`src/rtl/misc_v_pkg.sv`:
```
// Shared definitions for the pipeline hazard controller: the EX-stage argument
// mux select encodings and the controller state enum.
package misc_v_pkg;

  localparam logic [1:0] FWD_ALU_MEM = 2'b00;  // ALU result now sitting in MEM
  localparam logic [1:0] FWD_WB      = 2'b01;  // writeback value
  localparam logic [1:0] FWD_REG     = 2'b10;  // register-file argument
  localparam logic [1:0] FWD_ZERO    = 2'b11;  // constant zero, never selected

  typedef enum logic [1:0] {
    ST_RUN   = 2'd0,
    ST_STALL = 2'd1,
    ST_FLUSH = 2'd2
  } hz_state_e;

  // Producer hit vector per source: [0] = EX, [1] = MEM, [2] = WB.
  // The youngest producer (EX) wins over MEM; WB is never forwarded.
  function automatic logic [1:0] fwd_sel(input logic [2:0] hit);
    if (hit[0])      return FWD_ALU_MEM;
    else if (hit[1]) return FWD_WB;
    else             return FWD_REG;
  endfunction

endpackage

```
`src/rtl/pipeline_hazard_ctrl_hazard_match.sv`:
```
// hazard_match: compares one ID-stage source register against one producer
// stage. Register 0 is hardwired to zero, so it never creates a dependency.
module hazard_match #(
  parameter int REG_AW = 4
) (
  input  logic [REG_AW-1:0] src,
  input  logic              src_use,
  input  logic [REG_AW-1:0] rd,
  input  logic              regwrite,
  output logic              hit
);

  assign hit = src_use & regwrite & (rd == src) & (rd != '0);

endmodule

```
`src/rtl/pipeline_hazard_ctrl.sv`:
```
// pipeline_hazard_ctrl: forwarding selects, load-use stall, branch flush and a
// saturating stall counter for a 5-stage pipeline.
// Build option: define HAZARD_FORWARD_EN to compile in operand forwarding;
// without it the selects stay on the register file and the block stalls on
// any EX/MEM/WB dependency instead.
module pipeline_hazard_ctrl
  import misc_v_pkg::*;
#(
  parameter int REG_AW = 4,
  parameter int CNT_W  = 16
) (
  input  logic              clk,
  input  logic              reset,
  input  logic [REG_AW-1:0] id_rs1,
  input  logic [REG_AW-1:0] id_rs2,
  input  logic              id_use_rs1,
  input  logic              id_use_rs2,
  input  logic [REG_AW-1:0] ex_rd,
  input  logic              ex_regwrite,
  input  logic              ex_memread,
  input  logic [REG_AW-1:0] mem_rd,
  input  logic              mem_regwrite,
  input  logic [REG_AW-1:0] wb_rd,
  input  logic              wb_regwrite,
  input  logic              branch_taken,
  output logic [1:0]        mux1select,
  output logic [1:0]        mux2select,
  output logic              pc_stall,
  output logic              ifid_stall,
  output logic              idex_bubble,
  output logic              ifid_flush,
  output logic [CNT_W-1:0]  stall_cycles
);

  localparam int NSRC = 2;  // [0] = rs1, [1] = rs2
  localparam int NSTG = 3;  // [0] = EX, [1] = MEM, [2] = WB

  logic [NSRC-1:0][REG_AW-1:0] src;
  logic [NSRC-1:0]             src_use;
  logic [NSTG-1:0][REG_AW-1:0] prd;
  logic [NSTG-1:0]             pwe;
  logic [NSRC-1:0][NSTG-1:0]   hit;

  assign src     = {id_rs2, id_rs1};
  assign src_use = {id_use_rs2, id_use_rs1};
  assign prd     = {wb_rd, mem_rd, ex_rd};
  assign pwe     = {wb_regwrite, mem_regwrite, ex_regwrite};

  for (genvar s = 0; s < NSRC; s++) begin : g_src
    for (genvar p = 0; p < NSTG; p++) begin : g_stg
      hazard_match #(.REG_AW(REG_AW)) u_match (
        .src      (src[s]),
        .src_use  (src_use[s]),
        .rd       (prd[p]),
        .regwrite (pwe[p]),
        .hit      (hit[s][p])
      );
    end
  end

  hz_state_e  state, state_n;
  logic       hazard;
  logic [1:0] sel1_n, sel2_n;

`ifdef HAZARD_FORWARD_EN
  // Only a load in EX cannot be forwarded. The bubble loaded by the first
  // stall cycle resolves it, so STALL never re-arms; in FLUSH the ID slot is
  // the squashed one and cannot raise a hazard either.
  assign hazard = ex_memread & (hit[0][0] | hit[1][0]) & (state == ST_RUN);
  assign sel1_n = fwd_sel(hit[0]);
  assign sel2_n = fwd_sel(hit[1]);

  logic unused_wb;
  assign unused_wb = hit[0][2] | hit[1][2];
`else
  // No forwarding paths: wait until every producer has retired.
  assign hazard = (|hit) & (state != ST_FLUSH);
  assign sel1_n = FWD_REG;
  assign sel2_n = FWD_REG;

  logic unused_memread;
  assign unused_memread = ex_memread;
`endif

  // Pipeline control: a taken branch overrides and cancels any stall.
  always_comb begin
    pc_stall    = 1'b0;
    ifid_stall  = 1'b0;
    idex_bubble = 1'b0;
    ifid_flush  = 1'b0;
    if (reset) begin
      if (branch_taken) begin
        ifid_flush  = 1'b1;
        idex_bubble = 1'b1;
      end else if (hazard) begin
        pc_stall    = 1'b1;
        ifid_stall  = 1'b1;
        idex_bubble = 1'b1;
      end
    end
  end

  // Next-state: branch wins from any state; FLUSH lasts a single cycle.
  always_comb begin
    state_n = ST_RUN;
    if (branch_taken) begin
      state_n = ST_FLUSH;
    end else begin
      case (state)
        ST_RUN, ST_STALL: state_n = hazard ? ST_STALL : ST_RUN;
        ST_FLUSH:         state_n = ST_RUN;
        default:          state_n = ST_RUN;
      endcase
    end
  end

  // State, selects registered as the ID instruction enters EX, stall counter.
  always_ff @(posedge clk) begin
    if (!reset) begin
      state        <= ST_RUN;
      mux1select   <= FWD_REG;
      mux2select   <= FWD_REG;
      stall_cycles <= '0;
    end else begin
      state      <= state_n;
      mux1select <= idex_bubble ? FWD_REG : sel1_n;
      mux2select <= idex_bubble ? FWD_REG : sel2_n;
      if (pc_stall && !(&stall_cycles))
        stall_cycles <= stall_cycles + CNT_W'(1);
    end
  end

endmodule
```
`config.mk`:
```
export PLATFORM = sky130hd
export DESIGN_NAME = pipeline_hazard_ctrl
export DESIGN_NICKNAME = d
export VERILOG_FILES = /design/src/rtl/misc_v_pkg.sv /design/src/rtl/pipeline_hazard_ctrl_hazard_match.sv /design/src/rtl/pipeline_hazard_ctrl.sv
export SDC_FILE = /design/constraint.sdc
export NUM_CORES = 1
export LEC_CHECK = 0
export ABC_AREA = 1
export ABC_CLOCK_PERIOD_IN_PS = 2650
export BUFFER_PORTS_ARGS = -buffer_cell sky130_fd_sc_hd__buf_2
export CORE_ASPECT_RATIO = 1.25
export CORE_UTILIZATION = 35
export DETAILED_ROUTE_END_ITERATION = 8
export GPL_TIMING_DRIVEN = 1
export PLACE_DENSITY = 0.64
export RECOVER_POWER = 25
export SLEW_MARGIN = 20
export SYNTH_ARGS = -nofsm -noshare
export SYNTH_HDL_FRONTEND = slang
export SYNTH_SLANG_ARGS = --single-unit
```
`constraint.sdc`:
```
create_clock -name clk -period 2.65 [get_ports clk]
set_input_delay 0.53 -clock clk [delete_from_list [all_inputs] [get_ports clk]]
set_output_delay 0.53 -clock clk [all_outputs]
set_load 0.01 [all_outputs]
```
==> results.sh, run 1 <==
export IMPL_status="finished clean"
export IMPL_worst_clock_skew_ps=1.45
export IMPL_clockBufferDepth=2
export IMPL_period_needed_ps=2130
export IMPL_drt_total_wl_microns=3980
export IMPL_grt_usage_pct=17.3
export IMPL_synth_top_family_by_area="simple AND/OR/NAND/NOR gates"
export IMPL_drt_wirelength_per_cell_microns=9.99
export IMPL_htreeDepth=1
export IMPL_required_ps=2120
export IMPL_peakVddDrop_mv=0.248
export IMPL_synth_xor_xnor_area_share_pct=0.542
export IMPL_cp_end_kind="output port"
export IMPL_cts_sinks=18
export IMPL_grt_max_degree=18
export IMPL_path_clk_slew_ps=70
export IMPL_drt_initial_drc_count=112
export IMPL_drive_above_1_share_pct=18.8
export IMPL_viasPerCell=4.51
export IMPL_crit_arrival_ps=1600
export IMPL_synth_area_per_cell_sq_um=5.50
export IMPL_seq_area_frac_synth_pct=22.3
export IMPL_area_growth_pct=18.7
export IMPL_antenna_found_initial=0
export IMPL_routed_via_count=1795
export IMPL_die_x_microns=62.8
export IMPL_synth_compound_area_share_pct=8.59
export IMPL_routabilityCongestion=0.812
export IMPL_grt_setup_unrepaired="false"
export IMPL_ys_types=23
export IMPL_pin_count=53
export IMPL_post_cts_resized=0
export IMPL_dr_pass1_iters=4
export IMPL_synth_simple_area_share_pct=51.8
export IMPL_floorplan_initialDensity_pct=36.5
export IMPL_die_y_microns=78.0
export IMPL_startpoint="reset"
export IMPL_max_freq_ghz=0.469
export IMPL_path_buf_inv=3
export IMPL_startpoint_type="input pin"
export IMPL_grt_pass1_vias=1650
export IMPL_p_per_area_nw_per_um2=310
export IMPL_drc_errors=0
export IMPL_slew_headroom_pct=51.0
export IMPL_n_antenna_cell=0
export IMPL_critPathKind="input pin to output port"
export IMPL_fin_util_pct=43.3
export IMPL_final_cells=398
export IMPL_cp_slowest_cell="clkbuf_1"
export IMPL_cts_root_buf="clkbuf_8"
export IMPL_critPathTopFamily="buffers and inverters"
export IMPL_cts_tree="done"
export IMPL_cts_buffers=3
export IMPL_min_period_over_period_pct=80.4
export IMPL_grt_pass1_wl_microns=7000
export IMPL_io_buffers=47
export IMPL_finalNetCount=372
export IMPL_hold_class="flop to flop"
export IMPL_yosys_warnings=0
export IMPL_netlist_area_sq_um=1620
export IMPL_ys_ff_latch=18
export IMPL_synth_fa_ha_area_share_pct=0.774
export IMPL_tns_ps=0
export IMPL_post_cts_buffers=0
export IMPL_clock_latency_ps=250
export IMPL_slowest_delay_ps=560
export IMPL_worstPathMaxFanout=17
export IMPL_maxCapViolCount=0
export IMPL_hold_buffers=0
export IMPL_yosys_mux_area_fraction_pct=0
export IMPL_core_area_sq_um=4430
export IMPL_dp_cells=395
export IMPL_cp_cell_sequence="buf_2 > clkbuf_1 > nand2_1 > nand2_1 > buf_2"
export IMPL_worstHoldStart="state[1]$_SDFF_PN0_"
export IMPL_tightest_slew_ps=736
export IMPL_setup_viol=0
export IMPL_postSynthCellCount=294
export IMPL_leakage_uw=0.00105
export IMPL_dieArea_sq_um=4900
export IMPL_final_antenna_net_count=0
export IMPL_dpl_hpwl_microns=3170
export IMPL_rows=27
export IMPL_grt_remaining_overflow=0
export IMPL_hold_viol=0
export IMPL_slew_viol_final=0
export IMPL_crit_reg2reg_launch="stall_cycles[1]$_SDFFE_PN0P_"
==> where the power goes <==
group          leakage [uW]  internal, uW  switching, uW
Clock             0.0000216           101           90.2
Combinational      0.000884          45.9           81.7
Sequential         0.000145           273           1.96
==> Yosys cell counts, drive strengths merged <==
| master | n | share of area (%) |
|---|---|---|
| a21oi | 3 | 0.93 |
| buf | 6 | 3.0 |
| inv | 52 | 12 |
| xor2 | 1 | 0.54 |
| or2 | 1 | 0.39 |
| clkbuf | 2 | 0.46 |
| nand4 | 16 | 6.6 |
| o21ai | 9 | 2.8 |
| nand2 | 106 | 25 |
| ha | 1 | 0.77 |
| conb | 2 | 0.46 |
| dfxtp | 18 | 22 |
| nand3 | 17 | 6.8 |
| nor2 | 53 | 13 |
| o21bai | 7 | 4.9 |
==> path summary, 6_finish.rpt <==
| kind | end | slack, ps | depth (start not counted) |
|---|---|---|---|
| max reg2reg | stall_cycles[14]$_SDFFE_PN0P_ | 840 | 12 |
| min reg2reg | state[0]$_SDFF_PP0_ | 430 | 1 |
| max | idex_bubble | 520 | 5 |
| min | state[0]$_SDFF_PP0_ | 430 | 1 |
==> cells in the final DEF, fill, tap and decap left out <==
master      n
a21oi_1     3
buf_2      39
buf_4       1
clkbuf_1    9
clkbuf_8    3
conb_1      4
dfxtp_1    18
ha_1        1
inv_1      47
inv_2       5
nand2_1   103
nand2_2     3
nand3_1    15
nand3_4     2
nand4_1    15
nand4_2     1
nor2_1     51
nor2_2      1
nor2_4      1
o21ai_0     8
o21ai_1     1
o21bai_2    7
or2_2       1
xor2_1      1
==> layer usage <==
layer	track usage, %	share of wire, %	up-vias
li1	-	-	985
met5	0	0	-
met4	5.81	1.7	0
met1	19.3	45	760
met3	1.47	3.7	8
met2	33.7	50	42
==> cell type report <==
type	instances	area, sq um
Fill cell	516	2510
Multi-Input combinational cell	218	1010
Sequential cell	18	360
Timing Repair Buffer	49	236
Inverter	52	195
Tap cell	58	72.6
Clock buffer	3	41.3
==> kinds of logic after synthesis <==
kind of cell,count (synthesis)
simple gates,193
buf+inv,60
compound gates,19
flops,18
other cells,2
xor+xnor,1
fa+ha+maj,1
==> through the flow <==
stage,hold slack (ps),area [sq um],setup slack [ps],total power [uW]
finish,428,1920,518,594
global route,441,1920,365,627
CTS,430,1930,517,600
detailed placement,420,1890,520,409
global placement,421,1890,530,409
floorplan,412,1620,565,363
==> worst reg2reg max path, cell delays in order, from the launching register on <==
cell and delay, ps:
dfxtp_1 370, ha_1 200, nand2_1 90, nor2_2 220, nand4_2 230, nand2_1 110, inv_1 50, nand2_1 120
nor2_1 60, nand4_1 100, nand2_1 60, nand2_1 50, nor2_1 50
==> sequential cells by signal (all words and copies together) (netlist names) <==
register      cells
state             2
stall_cycles     16
Power figures use the tool's default switching activity.
==> run 2, diff against run 1 <==
--- a/config.mk
+++ b/config.mk
@@ -5,14 +5,14 @@
 export SDC_FILE = /design/constraint.sdc
 export NUM_CORES = 1
 export LEC_CHECK = 0
-export ABC_AREA = 1
-export ABC_CLOCK_PERIOD_IN_PS = 2650
+export ABC_AREA = 0
+export ABC_CLOCK_PERIOD_IN_PS = 1770
 export BUFFER_PORTS_ARGS = -buffer_cell sky130_fd_sc_hd__buf_2
 export CORE_ASPECT_RATIO = 1.25
 export CORE_UTILIZATION = 35
 export DETAILED_ROUTE_END_ITERATION = 8
 export GPL_TIMING_DRIVEN = 1
-export PLACE_DENSITY = 0.64
+export PLACE_DENSITY = 0.68
 export RECOVER_POWER = 25
 export SLEW_MARGIN = 20
 export SYNTH_ARGS = -nofsm -noshare
==> constraint.sdc (replaced) <==
create_clock -name clk -period 1.77 [get_ports clk]
set_input_delay 0.354 -clock clk [delete_from_list [all_inputs] [get_ports clk]]
set_output_delay 0.354 -clock clk [all_outputs]
set_load 0.01 [all_outputs]
==> run 2 against run 1 <==
  * The run now ends with design-rule violations, negative setup slack left
  * Flip-flop and latch count stayed put
  * Non-clock buffer count rose by 52
  * Count of clock-buffer cells in the layout up 1
  * Final cell count shrank 22%
  * Worst hold slack got worse by 54 ps
  * Design area up 25%
  * Synthesized cell count is 41% lower
  * Utilization is 20 points higher
  * Critical path type unchanged
  * Largest power group unchanged
==> results.sh, run 2 <==
export IMPL_p_per_area_nw_per_um2=445
export IMPL_synth_area_leaders="dfxtp_1, xor2_1, mux2i_1"
export IMPL_maxCapViolCount=0
export IMPL_cts_tree="done"
export IMPL_drc_errors=4
export IMPL_rr_endpoint="stall_cycles[11]$_SDFFE_PN0P_"
export IMPL_reg_largest_list="stall_cycles x16, state x2"
export IMPL_mostFrequentLayoutCell="buf_4"
export IMPL_finalInstanceArea_sq_um=2390
export IMPL_startpoint_type="input pin"
export IMPL_final_antenna_net_count=0
export IMPL_dpl_hpwl_microns=3120
export IMPL_peakVddDrop_mv=0.266
export IMPL_clock_latency_ps=260
export IMPL_required_ps=1420
export IMPL_die_x_microns=58.0
export IMPL_hold_class="input pin to flop"
export IMPL_cts_sinks=18
export IMPL_layout_common_cells="buf_4, buf_2, nand2_1"
export IMPL_grt_met2_usage_pct=39.7
export IMPL_dr_pass1_iters=7
export IMPL_max_freq_ghz=0.484
export IMPL_tightest_slew_ps=527
export IMPL_synth_top_cell_area_share_pct=26.3
export IMPL_drt_total_wl_microns=4800
export IMPL_io_buffers=47
export IMPL_hold_buffers=0
export IMPL_routed_via_count=1714
export IMPL_synth_most_common_cell="nand2_1"
export IMPL_r2r_slack_ps=-160
export IMPL_cts_buffers=3
export IMPL_cts_root_buf="clkbuf_8"
export IMPL_max_flop_register="stall_cycles"
export IMPL_yosys_warnings=0
export IMPL_min_to="state[1]$_SDFF_PN0_"
export IMPL_grt_met1_usage_pct=20.4
export IMPL_routabilityCongestion=0.794
export IMPL_synth_edf_count=0
export IMPL_largest_reg_flops=16
export IMPL_viasPerCell=5.49
export IMPL_crit_reg2reg_launch="stall_cycles[4]$_SDFFE_PN0P_"
export IMPL_grt_pass1_vias=1615
export IMPL_worstPathMaxFanout=3
export IMPL_leakage_uw=0.00110
export IMPL_netlist_area_sq_um=1370
export IMPL_htreeDepth=1
export IMPL_synth_area_per_cell_sq_um=7.93
export IMPL_core_area_sq_um=3750
export IMPL_finalWorstSetupSlack_ps=-295
export IMPL_dp_cells=298
export IMPL_worstHoldStart="reset"
export IMPL_fin_util_pct=63.7
export IMPL_final_cells=312
export IMPL_crit_arrival_ps=1710
export IMPL_ys_ff_latch=18
export IMPL_pin_count=53
export IMPL_use_met3_pct=3.92
export IMPL_finalNetCount=303
export IMPL_path_clk_slew_ps=70
export IMPL_worst_clock_skew_ps=4.00
export IMPL_period_needed_ps=2070
export IMPL_die_y_microns=72.0
export IMPL_grt_max_degree=22
export IMPL_grt_usage_pct=20.7
export IMPL_violations="design-rule violations, negative setup slack"
export IMPL_status="finished with violations"
export IMPL_n_antenna_cell=0
export IMPL_drive_above_1_share_pct=52.9
export IMPL_dieArea_sq_um=4170
export IMPL_ys_types=42
export IMPL_finalPower_uw=1060
export IMPL_whs_path_depth=3
export IMPL_r2r_worst_path_cells=7
export IMPL_top_usage_layer="met2"
export IMPL_hold_viol=0
export IMPL_fillers=330
export IMPL_rows=25
export IMPL_clockBufferDepth=2
export IMPL_synth_flop_cell="dfxtp_1"
export IMPL_startpoint="ex_rd[3]"
export IMPL_seq_area_frac_synth_pct=26.3
export IMPL_cp_end_kind="output port"
export IMPL_grt_setup_unrepaired="true"
export IMPL_slew_viol_final=0
export IMPL_setup_viol=11
export IMPL_drt_wirelength_per_cell_microns=15.4
export IMPL_yosys_top_cells_count="nand2_1, dfxtp_1, xor2_1, mux2i_1"
export IMPL_grt_pass1_wl_microns=6720
export IMPL_post_dp_cell_area_sq_um=1990
export IMPL_antenna_found_initial=0
export IMPL_floorplan_initialDensity_pct=36.5
export IMPL_grt_remaining_overflow=0
export IMPL_postSynthCellCount=173
export IMPL_area_growth_pct=74.3
export IMPL_critPathKind="input pin to output port"
export IMPL_min_period_over_period_pct=117
export IMPL_slew_headroom_pct=64.5
export IMPL_drt_initial_drc_count=117
export IMPL_async_flop_share_pct=0
export IMPL_yosys_area_top_type="dfxtp_1"
==> run 2: final cells by class <==
cell class | count | area (sq um) | area share, %
multi-input combinational | 138 | 1170 | 48.8
inverter | 11 | 41.3 | 1.73
tap | 40 | 50.0 | 2.09
timing repair buffer | 101 | 712 | 29.8
clock buffer | 4 | 55.1 | 2.30
sequential | 18 | 365 | 15.3
==> run 2: cell families (layout without fill, tap and decap cells) <==
kind of cell	Yosys count	count (layout)	synth area share (%)
muxes	11	11	8.03
other	2	4	0.548
and+or+nand+nor	78	79	32.0
AOI/OAI and AO/OA	22	22	11.3
xor gates and xnor gates	21	21	13.4
DFF	18	18	26.3
adders and majority gates	1	1	0.912
buffers and inverters	20	116	7.48
==> run 2: report_power, final <==
part           switching, uW  internal [uW]
combinational            160            144
sequential              1.89            408
clock                    151            198
==> run 2: timing repair <==
item | in CTS | in global routing
endpoints found under the setup margin | 8 | 15
pin swaps | 9 | 15
resized for setup | 13 | 42
setup buffers | 2 | 7
cloned | 0 | 1
==> run 2: worst max-delay path, cell delays in order <==
cell	delay (ps)
buf_8	100
o41a_1	450
nand3_2	100
nor4_4	40
a31oi_2	220
nand3_2	150
nand2_4	110
nand2_1	50
buf_2	130
==> run 2: how the worst max path moves through the flow <==
stage / to / cells after the start / slack (ps)
6_report: idex_bubble / 9 / -300
5_1_grt: idex_bubble / 9 / -400
4_1_cts: idex_bubble / 9 / -300
3_5_place_dp: stall_cycles[8]$_SDFFE_PN0P_ / 8 / -340
3_3_place_gp: stall_cycles[8]$_SDFFE_PN0P_ / 7 / -300
2_1_floorplan: stall_cycles[11]$_SDFFE_PN0P_ / 6 / -90
==> run 2: stage by stage <==
step / setup WS, ps / TNS (ps) / hold slack [ps]
after global placement: -305 / -3960 / 406
after detailed placement: -337 / -4430 / 412
after floorplan: -91.0 / -453 / 398
after CTS: -299 / -1110 / 376
after global routing: -402 / -3030 / 410
final: -295 / -1620 / 374
==> run 2: per-layer routing <==
| layer | part of all wire [%] | wire length [microns] | vias up |
|---|---|---|---|
| met3 | 4.5 | 217 | 15 |
| li1 | - | - | 814 |
| met1 | 38 | 1840 | 817 |
| met2 | 54 | 2610 | 68 |
| met5 | 0 | 0 | - |
| met4 | 2.7 | 129 | 0 |
==> run 3, diff against run 2 <==
--- a/config.mk
+++ b/config.mk
@@ -12,9 +12,10 @@
 export CORE_UTILIZATION = 35
 export DETAILED_ROUTE_END_ITERATION = 8
 export GPL_TIMING_DRIVEN = 1
-export PLACE_DENSITY = 0.68
+export PLACE_DENSITY = 0.67
 export RECOVER_POWER = 25
 export SLEW_MARGIN = 20
 export SYNTH_ARGS = -nofsm -noshare
 export SYNTH_HDL_FRONTEND = slang
+export SYNTH_HIERARCHICAL = 1
 export SYNTH_SLANG_ARGS = --single-unit
==> run 3 against run 2 <==
  * The run ends with negative setup slack left
  * Clock power is 19% lower
  * Global-route usage is 1.8 points lower
  * Via count is 11% lower
  * Utilization is 5.9 points lower
  * Setup slack worse by 150 ps
  * Synthesized area is 5.6% higher
  * Design area is 6.2% lower
  * Largest power group unchanged
  * Combinational power is 19% lower
  * Sequential share of layout area is 0.79 points higher
  * Power is 12% lower
  * Final cell count is 7.1% lower
  * Critical endpoint is now ifid_stall
  * Largest cell class unchanged
==> results.sh, run 3 <==
export IMPL_critPathKind="input pin to output port"
export IMPL_cp_slowest_cell="or4_4"
export IMPL_leakage_uw=0.000960
export IMPL_die_y_microns=73.9
export IMPL_htreeDepth=1
export IMPL_setup_viol=20
export IMPL_crit_arrival_ps=1860
export IMPL_finalNetCount=268
export IMPL_async_flop_share_pct=0
export IMPL_cts_buffers=3
export IMPL_cts_sinks=18
export IMPL_cp_cell_sequence="buf_8 > nor3_4 > o21ai_1 > nor4b_4 > or4_4 > o211ai_4 > inv_2 > buf_6"
export IMPL_maxCapViolCount=0
export IMPL_postSynthCellCount=168
export IMPL_max_flop_register="stall_cycles"
export IMPL_p_per_area_nw_per_um2=418
export IMPL_grt_remaining_overflow=0
export IMPL_multi_input_area_sq_um=1170
export IMPL_drc_errors=0
export IMPL_clock_latency_ps=250
export IMPL_seq_area_frac_synth_pct=24.9
export IMPL_yosys_warnings=6
export IMPL_cts_tree="done"
export IMPL_drt_wirelength_per_cell_microns=14.3
export IMPL_grt_max_degree=23
export IMPL_final_antenna_net_count=0
export IMPL_hold_buffers=0
export IMPL_grt_usage_pct=18.9
export IMPL_fin_util_pct=57.8
export IMPL_regArea_sq_um=360
export IMPL_yosys_area_top_type="dfxtp_1"
export IMPL_path_clk_slew_ps=70
export IMPL_synth_area_per_cell_sq_um=8.62
export IMPL_period_needed_ps=2220
export IMPL_status="finished with violations"
export IMPL_io_buffers=47
export IMPL_cts_root_buf="clkbuf_8"
export IMPL_grt_pass1_wl_microns=6240
export IMPL_drive_above_1_share_pct=48.3
export IMPL_dieArea_sq_um=4400
export IMPL_dpl_hpwl_microns=2960
export IMPL_yosys_top_cells_count="nand2_1, dfxtp_1, mux2i_1, xor2_1, inv_1"
export IMPL_synth_edf_count=0
export IMPL_min_period_over_period_pct=125
export IMPL_critPathTopFamily="simple AND/OR/NAND/NOR gates"
export IMPL_max_freq_ghz=0.451
export IMPL_largest_reg_flops=16
export IMPL_antenna_found_initial=0
export IMPL_synth_top_cell_area_share_pct=24.9
export IMPL_pin_count=53
export IMPL_required_ps=1420
export IMPL_synth_flop_cell="dfxtp_1"
export IMPL_ys_types=38
export IMPL_die_x_microns=59.5
export IMPL_slew_viol_final=0
export IMPL_finalWorstSetupSlack_ps=-448
export IMPL_grt_setup_unrepaired="true"
export IMPL_drt_initial_drc_count=44
export IMPL_core_area_sq_um=3880
export IMPL_viasPerCell=5.25
export IMPL_synth_most_common_cell="nand2_1"
export IMPL_cp_end_kind="output port"
export IMPL_worstPathMaxFanout=4
export IMPL_whs_ps=419
export IMPL_fillers=373
export IMPL_peakVddDrop_mv=0.198
export IMPL_routabilityCongestion=0.832
export IMPL_worst_clock_skew_ps=3.88
export IMPL_floorplan_initialDensity_pct=37.3
export IMPL_drt_total_wl_microns=4160
export IMPL_hold_viol=0
export IMPL_rows=25
export IMPL_path_buf_inv=3
export IMPL_ys_ff_latch=18
export IMPL_layout_common_cells="buf_2, buf_4, nand2_1"
export IMPL_n_antenna_cell=0
export IMPL_slowest_delay_ps=570
export IMPL_area_growth_pct=54.8
export IMPL_synth_area_leaders="dfxtp_1, mux2i_1, xor2_1"
export IMPL_dr_pass1_iters=4
export IMPL_clockBufferDepth=2
export IMPL_hold_class="flop to flop"
export IMPL_startpoint_type="input pin"
export IMPL_netlist_area_sq_um=1450
export IMPL_grt_pass1_vias=1475
export IMPL_routed_via_count=1522
export IMPL_mostFrequentLayoutCell="buf_2"
export IMPL_violations="negative setup slack"
export IMPL_reg_largest_list="stall_cycles x16, state x2"
## run 3: cell types whose count changed after synthesis, moves of 3 or more
| cell | before | now |
|---|---|---|
| xor2_1 | 16 | 12 |
| o21ai_0 | 4 | 7 |
| nand2b_1 | 7 | 4 |
| nor2_1 | 5 | 2 |
| nand2_1 | 22 | 19 |
| and3_1 | 2 | 5 |
| nor4b_2 | 0 | 6 |
| nor4_1 | 5 | 0 |
| o2111ai_1 | 0 | 6 |
| o211a_1 | 0 | 3 |
| a211oi_1 | 0 | 7 |
| a21oi_1 | 5 | 0 |
| nand4_1 | 9 | 3 |
## run 3: what timing repair did
item	CTS	global route
pin swaps	10	9
setup endpoints to repair	19	19
resized for setup	23	32
setup buffers	1	7
## run 3: final cells by class
cell class | count | area share [%]
clock buffers | 3 | 1.84
inverters | 10 | 1.68
multi-input cells | 131 | 52.1
flip-flops and latches | 18 | 16.1
well taps | 54 | 3.02
repair buffers | 74 | 25.3
## run 3: kinds of logic after synthesis
group / after synthesis / synth area share (%)
XOR/XNOR: 18 / 10.9
multiplexers: 12 / 8.30
other: 2 / 0.519
flip-flops: 18 / 24.9
AO/OA/AOI/OAI: 32 / 18.3
buffers and inverters: 21 / 8.56
adder cells (fa/ha/maj): 1 / 0.864
AND/OR/NAND/NOR: 64 / 27.7
## run 3: path summary, 6_finish.rpt
path,start,endpoint,slack (ps),depth (start not counted)
min reg2reg,state[1]$_SDFF_PN0_,state[0]$_SDFF_PP0_,420,1
min,state[1]$_SDFF_PN0_,state[0]$_SDFF_PP0_,420,1
max,mem_rd[0],ifid_stall,-450,8
max reg2reg,stall_cycles[0]$_SDFFE_PN0P_,stall_cycles[8]$_SDFFE_PN0P_,0,6
## run 3: layer usage
metal  global-route usage [%]  vias up  wire, microns
met4                     8.27        0            105
met1                     19.9      712           1620
met2                     36.7       56           2310
met3                     1.94       10            124
met5                        0        -              0
li1                         -      744              -
## run 3: through the flow
step	TNS, ps	total power [uW]	instances	area, sq um	worst slack [ps]
2_1_floorplan	-3490	515	170	1510	-315
3_3_place_gp	-8900	590	279	1890	-510
4_1_cts	-4490	895	283	2030	-417
6_report	-6150	937	290	2240	-448
3_5_place_dp	-9510	593	279	1890	-549
5_1_grt	-7490	978	290	2240	-508
## run 3: where the power goes
part	switching, uW	internal (uW)
combinational	123	124
clock	130	151
sequential	1.41	408
total	255	682
## run 3: worst register-to-register path, stage by stage (launching register included)
cell and delay [ps]:
dfxtp_1 320, ha_1 210, and3_1 240, and3_1 280, buf_4 200, a211oi_2 250, mux2i_1 210
